$ cat config.mk
export PLATFORM = sky130hd
export DESIGN_NAME = mips_reg_file_sb_flat
export DESIGN_NICKNAME = d
export VERILOG_FILES = /design/src/rtl/mips_reg_file_sb_pkg.sv /design/src/rtl/mips_reg_file_sb_if.sv /design/src/rtl/mips_reg_file_sb_scoreboard.sv /design/src/rtl/mips_reg_file_sb.sv /design/src/flat_wrapper.sv
export SDC_FILE = /design/constraint.sdc
export NUM_CORES = 2
export LEC_CHECK = 0
export CAP_MARGIN = 20
export CORE_MARGIN = 5
export CORE_UTILIZATION = 35
export DETAILED_ROUTE_END_ITERATION = 10
export GPL_TIMING_DRIVEN = 1
export PLACE_DENSITY = 0.5
export SKIP_CTS_REPAIR_TIMING = 1
export SLEW_MARGIN = 20
export SYNTH_ARGS = -nofsm -noshare
export SYNTH_HDL_FRONTEND = slang
export SYNTH_SLANG_ARGS = --single-unit
$ cat constraint.sdc
create_clock -name Clock -period 3.7 [get_ports Clock]
set_input_delay 0.74 -clock Clock [delete_from_list [all_inputs] [get_ports Clock]]
set_output_delay 0.74 -clock Clock [all_outputs]
set_load 0.005 [all_outputs]
$ cat src/rtl/mips_reg_file_sb_pkg.sv
// Shared defaults and types for the pipelined MIPS register file with hazard scoreboard.
package mips_rf_pkg;
  localparam int          DATA_W   = 32;
  localparam int          NUM_REGS = 32;
  localparam int          ADDR_W   = $clog2(NUM_REGS);
  localparam int          SP_INDEX = 29;
  localparam logic [31:0] SP_INIT  = 32'h0000_1FFF;

  typedef logic [ADDR_W-1:0] reg_idx_t;
  typedef logic [DATA_W-1:0] reg_word_t;

  localparam reg_idx_t ZERO_REG = '0;
endpackage

$ cat src/rtl/mips_reg_file_sb_if.sv
// Decode/writeback-facing bus of the register file: read ports, write port, issue reservation, hazard outputs.
interface mips_reg_file_sb_if #(
  parameter int DATA_W   = mips_rf_pkg::DATA_W,
  parameter int NUM_REGS = mips_rf_pkg::NUM_REGS,
  parameter int ADDR_W   = $clog2(NUM_REGS)
);
  logic [ADDR_W-1:0]   Read_Reg_1, Read_Reg_2;
  logic [DATA_W-1:0]   Read_Data_1, Read_Data_2;
  logic [ADDR_W-1:0]   Write_Reg;
  logic [DATA_W-1:0]   Write_Data;
  logic                Reg_Write;
  logic                Issue_Valid;
  logic [ADDR_W-1:0]   Issue_Reg;
  logic                Use_1, Use_2;
  logic                Stall;
  logic [NUM_REGS-1:0] Pending;

  modport master (
    output Read_Reg_1, Read_Reg_2, Write_Reg, Write_Data, Reg_Write,
           Issue_Valid, Issue_Reg, Use_1, Use_2,
    input  Read_Data_1, Read_Data_2, Stall, Pending
  );

  modport slave (
    input  Read_Reg_1, Read_Reg_2, Write_Reg, Write_Data, Reg_Write,
           Issue_Valid, Issue_Reg, Use_1, Use_2,
    output Read_Data_1, Read_Data_2, Stall, Pending
  );
endinterface

$ cat src/rtl/mips_reg_file_sb_scoreboard.sv
// In-flight write tracker: per-register pending bits and RAW stall generation.
// REG_FILE_BYPASS_EN lets a same-cycle writeback cancel the stall on its operand.
module mips_rf_scoreboard #(
  parameter int NUM_REGS = mips_rf_pkg::NUM_REGS,
  parameter int ADDR_W   = $clog2(NUM_REGS)
) (
  input  logic                Clock,
  input  logic                Reset_n,
  input  logic                issue_valid,
  input  logic [ADDR_W-1:0]   issue_reg,
  input  logic                reg_write,
  input  logic [ADDR_W-1:0]   write_reg,
  input  logic                use_1,
  input  logic                use_2,
  input  logic [ADDR_W-1:0]   rd_reg_1,
  input  logic [ADDR_W-1:0]   rd_reg_2,
  output logic [NUM_REGS-1:0] pending,
  output logic                stall
);
  logic [NUM_REGS-1:0] pend_q, pend_d;
  logic                clr1, clr2;

  // Set is applied after clear so a re-issue on the writeback edge stays outstanding.
  always_comb begin
    pend_d = pend_q;
    if (reg_write && write_reg != '0)
      pend_d[write_reg] = 1'b0;
    if (issue_valid && issue_reg != '0)
      pend_d[issue_reg] = 1'b1;
    pend_d[0] = 1'b0;
  end

  always_ff @(posedge Clock or negedge Reset_n)
    if (!Reset_n) pend_q <= '0;
    else          pend_q <= pend_d;

`ifdef REG_FILE_BYPASS_EN
  assign clr1 = reg_write && (write_reg == rd_reg_1) && (rd_reg_1 != '0);
  assign clr2 = reg_write && (write_reg == rd_reg_2) && (rd_reg_2 != '0);
`else
  assign clr1 = 1'b0;
  assign clr2 = 1'b0;
`endif

  assign stall   = (use_1 && pend_q[rd_reg_1] && !clr1) ||
                   (use_2 && pend_q[rd_reg_2] && !clr2);
  assign pending = pend_q;
endmodule

$ cat src/rtl/mips_reg_file_sb.sv
// Pipelined MIPS register file: 2 combinational reads, 1 synchronous write, r0 = 0, SP preset, RAW scoreboard.
// REG_FILE_BYPASS_EN forwards same-cycle write data to matching read ports.
module mips_reg_file_sb
  import mips_rf_pkg::*;
#(
  parameter int               DATA_W   = mips_rf_pkg::DATA_W,
  parameter int               NUM_REGS = mips_rf_pkg::NUM_REGS,
  parameter int               ADDR_W   = $clog2(NUM_REGS),
  parameter int               SP_INDEX = mips_rf_pkg::SP_INDEX,
  parameter logic [DATA_W-1:0] SP_INIT = DATA_W'(mips_rf_pkg::SP_INIT)
) (
  input  logic                 Clock,
  input  logic                 Reset_n,
  mips_reg_file_sb_if.slave    bus
);
  localparam logic [ADDR_W-1:0] ZERO_IDX = ADDR_W'(ZERO_REG);

  logic [NUM_REGS-1:0][DATA_W-1:0] regs_q, regs_d;
  logic                            wr_en;

  assign wr_en = bus.Reg_Write && (bus.Write_Reg != ZERO_IDX);

  always_comb begin
    regs_d = regs_q;
    if (wr_en)
      regs_d[bus.Write_Reg] = bus.Write_Data;
  end

  always_ff @(posedge Clock or negedge Reset_n)
    if (!Reset_n) begin
      regs_q           <= '0;
      regs_q[SP_INDEX] <= SP_INIT;
    end else begin
      regs_q <= regs_d;
    end

  function automatic logic [DATA_W-1:0] rd_mux(
    input logic [ADDR_W-1:0]               idx,
    input logic [NUM_REGS-1:0][DATA_W-1:0] regs,
    input logic                            we,
    input logic [ADDR_W-1:0]               widx,
    input logic [DATA_W-1:0]               wdata
  );
    logic [DATA_W-1:0] r;
    r = regs[idx];
`ifdef REG_FILE_BYPASS_EN
    if (we && widx == idx) r = wdata;
`else
    if (we && widx == idx && wdata != wdata) r = '0;  // keeps the port list build-independent
`endif
    if (idx == ZERO_IDX) r = '0;
    return r;
  endfunction

  assign bus.Read_Data_1 = rd_mux(bus.Read_Reg_1, regs_q, wr_en, bus.Write_Reg, bus.Write_Data);
  assign bus.Read_Data_2 = rd_mux(bus.Read_Reg_2, regs_q, wr_en, bus.Write_Reg, bus.Write_Data);

  mips_rf_scoreboard #(.NUM_REGS(NUM_REGS), .ADDR_W(ADDR_W)) u_sb (
    .Clock       (Clock),
    .Reset_n     (Reset_n),
    .issue_valid (bus.Issue_Valid),
    .issue_reg   (bus.Issue_Reg),
    .reg_write   (bus.Reg_Write),
    .write_reg   (bus.Write_Reg),
    .use_1       (bus.Use_1),
    .use_2       (bus.Use_2),
    .rd_reg_1    (bus.Read_Reg_1),
    .rd_reg_2    (bus.Read_Reg_2),
    .pending     (bus.Pending),
    .stall       (bus.Stall)
  );
endmodule
$ cat src/flat_wrapper.sv
// flat-port wrapper written by rule: the top's interface ports become plain ports
module mips_reg_file_sb_flat import mips_rf_pkg::*;
#(
  parameter int               DATA_W   = mips_rf_pkg::DATA_W,
  parameter int               NUM_REGS = mips_rf_pkg::NUM_REGS,
  parameter int               ADDR_W   = $clog2(NUM_REGS),
  parameter int               SP_INDEX = mips_rf_pkg::SP_INDEX,
  parameter logic [DATA_W-1:0] SP_INIT = DATA_W'(mips_rf_pkg::SP_INIT)
)
  (Clock, Reset_n, bus_Read_Reg_1, bus_Read_Reg_2, bus_Write_Reg, bus_Write_Data, bus_Reg_Write, bus_Issue_Valid, bus_Issue_Reg, bus_Use_1, bus_Use_2, bus_Read_Data_1, bus_Read_Data_2, bus_Stall, bus_Pending);
  mips_reg_file_sb_if #(.DATA_W(DATA_W), .NUM_REGS(NUM_REGS), .ADDR_W(ADDR_W)) bus_i ();
  input  logic Clock;
  input  logic Reset_n;
  input wire logic [$bits(bus_i.Read_Reg_1)-1:0] bus_Read_Reg_1;
  input wire logic [$bits(bus_i.Read_Reg_2)-1:0] bus_Read_Reg_2;
  input wire logic [$bits(bus_i.Write_Reg)-1:0] bus_Write_Reg;
  input wire logic [$bits(bus_i.Write_Data)-1:0] bus_Write_Data;
  input wire logic [$bits(bus_i.Reg_Write)-1:0] bus_Reg_Write;
  input wire logic [$bits(bus_i.Issue_Valid)-1:0] bus_Issue_Valid;
  input wire logic [$bits(bus_i.Issue_Reg)-1:0] bus_Issue_Reg;
  input wire logic [$bits(bus_i.Use_1)-1:0] bus_Use_1;
  input wire logic [$bits(bus_i.Use_2)-1:0] bus_Use_2;
  output wire logic [$bits(bus_i.Read_Data_1)-1:0] bus_Read_Data_1;
  output wire logic [$bits(bus_i.Read_Data_2)-1:0] bus_Read_Data_2;
  output wire logic [$bits(bus_i.Stall)-1:0] bus_Stall;
  output wire logic [$bits(bus_i.Pending)-1:0] bus_Pending;
  assign bus_i.Read_Reg_1 = bus_Read_Reg_1;
  assign bus_i.Read_Reg_2 = bus_Read_Reg_2;
  assign bus_i.Write_Reg = bus_Write_Reg;
  assign bus_i.Write_Data = bus_Write_Data;
  assign bus_i.Reg_Write = bus_Reg_Write;
  assign bus_i.Issue_Valid = bus_Issue_Valid;
  assign bus_i.Issue_Reg = bus_Issue_Reg;
  assign bus_i.Use_1 = bus_Use_1;
  assign bus_i.Use_2 = bus_Use_2;
  assign bus_Read_Data_1 = bus_i.Read_Data_1;
  assign bus_Read_Data_2 = bus_i.Read_Data_2;
  assign bus_Stall = bus_i.Stall;
  assign bus_Pending = bus_i.Pending;
  mips_reg_file_sb #(.DATA_W(DATA_W), .NUM_REGS(NUM_REGS), .ADDR_W(ADDR_W), .SP_INDEX(SP_INDEX), .SP_INIT(SP_INIT)) u_core (.Clock(Clock), .Reset_n(Reset_n), .bus(bus_i));
endmodule
==> results.yml <==
clock_network:
  clock_path_buffers: 3
  clk-insertion-delay-late_ns: 0.75
  cts_tree: "built"
  path_clk_slew_ns: 0.06
  cts_max_level: 3
  cts_made_buffers: 120
  cts.sinks: 1055
  cts-root-buf: "clkbuf_16"
timing:
  slew_headroom_pct: 26.6
  layout_setup_ws_ns: -0.0693
  skew_ns: 0
  finalSetupViolations: 13
  hold_viol: 0
  rsz0062_at_grt: "yes"
  fin_crit_sh_pct: 102
  slew_viol_final: 0
  tightest_slew_ns: 1.10
  max_freq_mhz: 265
  post-route-min-period_ns: 3.77
yosys:
  async_flop_share_pct: 100
  syn-mean-instance-area_um2: 16.2
  synth_top_area_share_pct: 46.8
  yosysWarnings: 0
  synth.area.top_cells: "dfrtp_1 47%, mux4_2 26%, mux2_2 20%, clkbuf_1 1.4%, buf_2 1.0%"
  ys.flop_type: "dfrtp_1"
  synth_nets: 3502
  yosys.cell_types.count: 40
  synth_top_area_cell: "dfrtp_1"
  synth-seq-cells: 1055
  ys_top_cells_by_count: "1042 x dfrtp_1, 990 x mux2_2, 653 x mux4_2, 211 x clkbuf_1, 116 x buf_2"
  synth_area_mm2: 0.0557
  synth_cells: 3444
  synth-edff-count: 0
  ys_seq_area_share_pct: 47.4
  synth.most_common_cell: "dfrtp_1"
global_routing:
  busiest_layer: "met2"
  grt_max_degree: 97
  grt.total_usage_pct: 21.5
  first_global_vias: 35800
  use_met2_pct: 33.7
  grt-ovfl-total: 0
  antenna_found_initial: 4
  grt_pass1_wl_mm: 265
  met3_usage_pct: 3.79
  grt.met1_usage_pct: 31.0
outcome:
  status: "finished, violations left"
  violations: "setup timing"
place:
  gp_congestion: 0.758
  dpl.hpwl_mm: 114
  port_buffers: 153
pwr:
  clockPowerShare_pct: 34.9
  netSwitchingPower_uw: 9510
  p_comb_share_pct: 21.7
  p_total_uw: 35600
  power.share.switching_pct: 26.7
  p_leak_uw: 0.0288
  seqPwrFrac_pct: 43.4
  internal_power_uw: 26100
  vdd_drop_max_v: 0.000451
  power_density_mw_per_mm2: 531
floorplanning:
  fp.dieH_um: 409
  core_area_mm2: 0.158
  ios: 155
  rows: 146
  die_w_um: 409
  initial_core_util_pct: 35.2
  dieArea_mm2: 0.167
worst_setup_path:
  end_kind: "output pin"
  start_kind: "input port"
  arrival_ns: 3.03
  setup.worst_path.class: "in -> out"
  required_ns: 2.96
  crit_path_max_fanout: 14
drt:
  drtIter0Drc: 2393
  ant_nets: 0
  drc: 0
  avgRoutedWirePerCell_um: 31.2
  drt-pass1-iter-count: 5
  routed_wl_mm: 182
  viasPerCell: 5.76
  num_vias: 33600
worst_hold_path:
  hp-class: "reg -> reg"
layout:
  final_util_pct: 42.3
  nNetsFinal: 3720
  drive_gt1_share_pct: 60.0
  fill_cells: 14200
  syn_to_final_growth_pct: 20.2
flow_run:
  drv.max_cap_violation_count: 0
-- worst max-delay path, cell delays in order --
cell             delay, ns
buf_12                0.14
buf_12                0.21
buf_4                 0.19
mux4_2                0.49
mux4_2                0.50
inv_1                 0.08
o21ai_1               0.13
clkdlybuf4s50_1       0.51
-- area by class of cell --
class	instances	area, um^2	share of cell area (%)
inverter	69	259	0.386
clock inverter	45	596	0.889
clock buffer	173	3460	5.17
sequential	1055	26400	39.4
multi-input combinational	1921	27600	41.2
timing repair buffer	495	6050	9.03
antenna	2	5.00	0.00747
tap	2072	2590	3.87
-- power groups by stage --
| stage | Clock, uW | Combinational (uW) | Sequential [uW] |
|---|---|---|---|
| 3_3_place_gp | 0 | 7620 | 15500 |
| 6_report | 12400 | 7720 | 15400 |
| 2_1_floorplan | 0 | 5400 | 15000 |
| 5_1_grt | 13200 | 8320 | 15700 |
| 4_1_cts | 12700 | 7740 | 15400 |
| 3_5_place_dp | 0 | 7720 | 15600 |
-- cells by family (layout without fill, tap and decap cells) --
family / count (synthesis) / after routing / share of synthesized area, %
compound gates: 116 / 116 / 1.18
buf+inv: 468 / 782 / 3.56
flops: 1055 / 1055 / 47.4
mux: 1655 / 1655 / 46.6
other cells: 1 / 3 / 0.00673
simple gates: 149 / 149 / 1.26
-- metrics by stage --
stage | setup slack, ns | instances | hold slack [ns] | area, um^2 | setup TNS [ns]
6_report | -0.0693 | 5832 | 0.394 | 67000 | -0.312
5_1_grt | -0.119 | 5830 | 0.404 | 67000 | -1.67
3_3_place_gp | -0.160 | 5564 | 0.376 | 62200 | -5.93
3_5_place_dp | -0.159 | 5564 | 0.383 | 62200 | -5.78
4_1_cts | -0.157 | 5782 | -0.0455 | 66200 | -6.11
2_1_floorplan | 0.506 | 3444 | 0.441 | 55700 | 0
-- path summary, 6_finish.rpt --
| check | end | slack [ns] | cells past startpoint | startpoint |
|---|---|---|---|---|
| min in group asynchronous | u_core.regs_q[517] | 0.61 | 2 | Reset_n |
| max in group asynchronous | u_core.regs_q[939] | 1.98 | 4 | Reset_n |
| setup / recovery | bus_Read_Data_1[10] | -0.07 | 8 | bus_Read_Reg_1[0] |
| hold reg to reg | u_core.regs_q[9] | 0.39 | 0 | u_core.regs_q[9] |
| hold / removal | u_core.regs_q[9] | 0.39 | 0 | u_core.regs_q[9] |
| setup reg to reg | u_core.regs_q[798] | 2.86 | 1 | u_core.regs_q[798] |
-- sequential cells by signal (all words and copies together), names as in the netlist --
register / count
u_core.u_sb.pending: 31
u_core.regs_q: 1024
-- layer usage --
layer | vias to the layer above | part of all wire, %
met1 | 18700 | 46
li1 | 13800 | -
met5 | - | 0
met2 | 836 | 46
met3 | 231 | 4.9
met4 | 0 | 2.7
-- placed cells by master, fill, tap and decap left out, drive strengths merged, types with 8 or more instances in the layout --
cell / n
clkbuf: 184
nor3: 8
clkdlybuf4s50: 103
nand2b: 8
dfstp: 13
a22o: 11
buf: 351
nand2: 84
clkinv: 23
nor2: 19
o21ai: 92
dfrtp: 1042
bufinv: 12
inv: 75
mux2: 995
dlymetal6s2s: 29
mux4: 653
(Power assumes the default switching activity.)
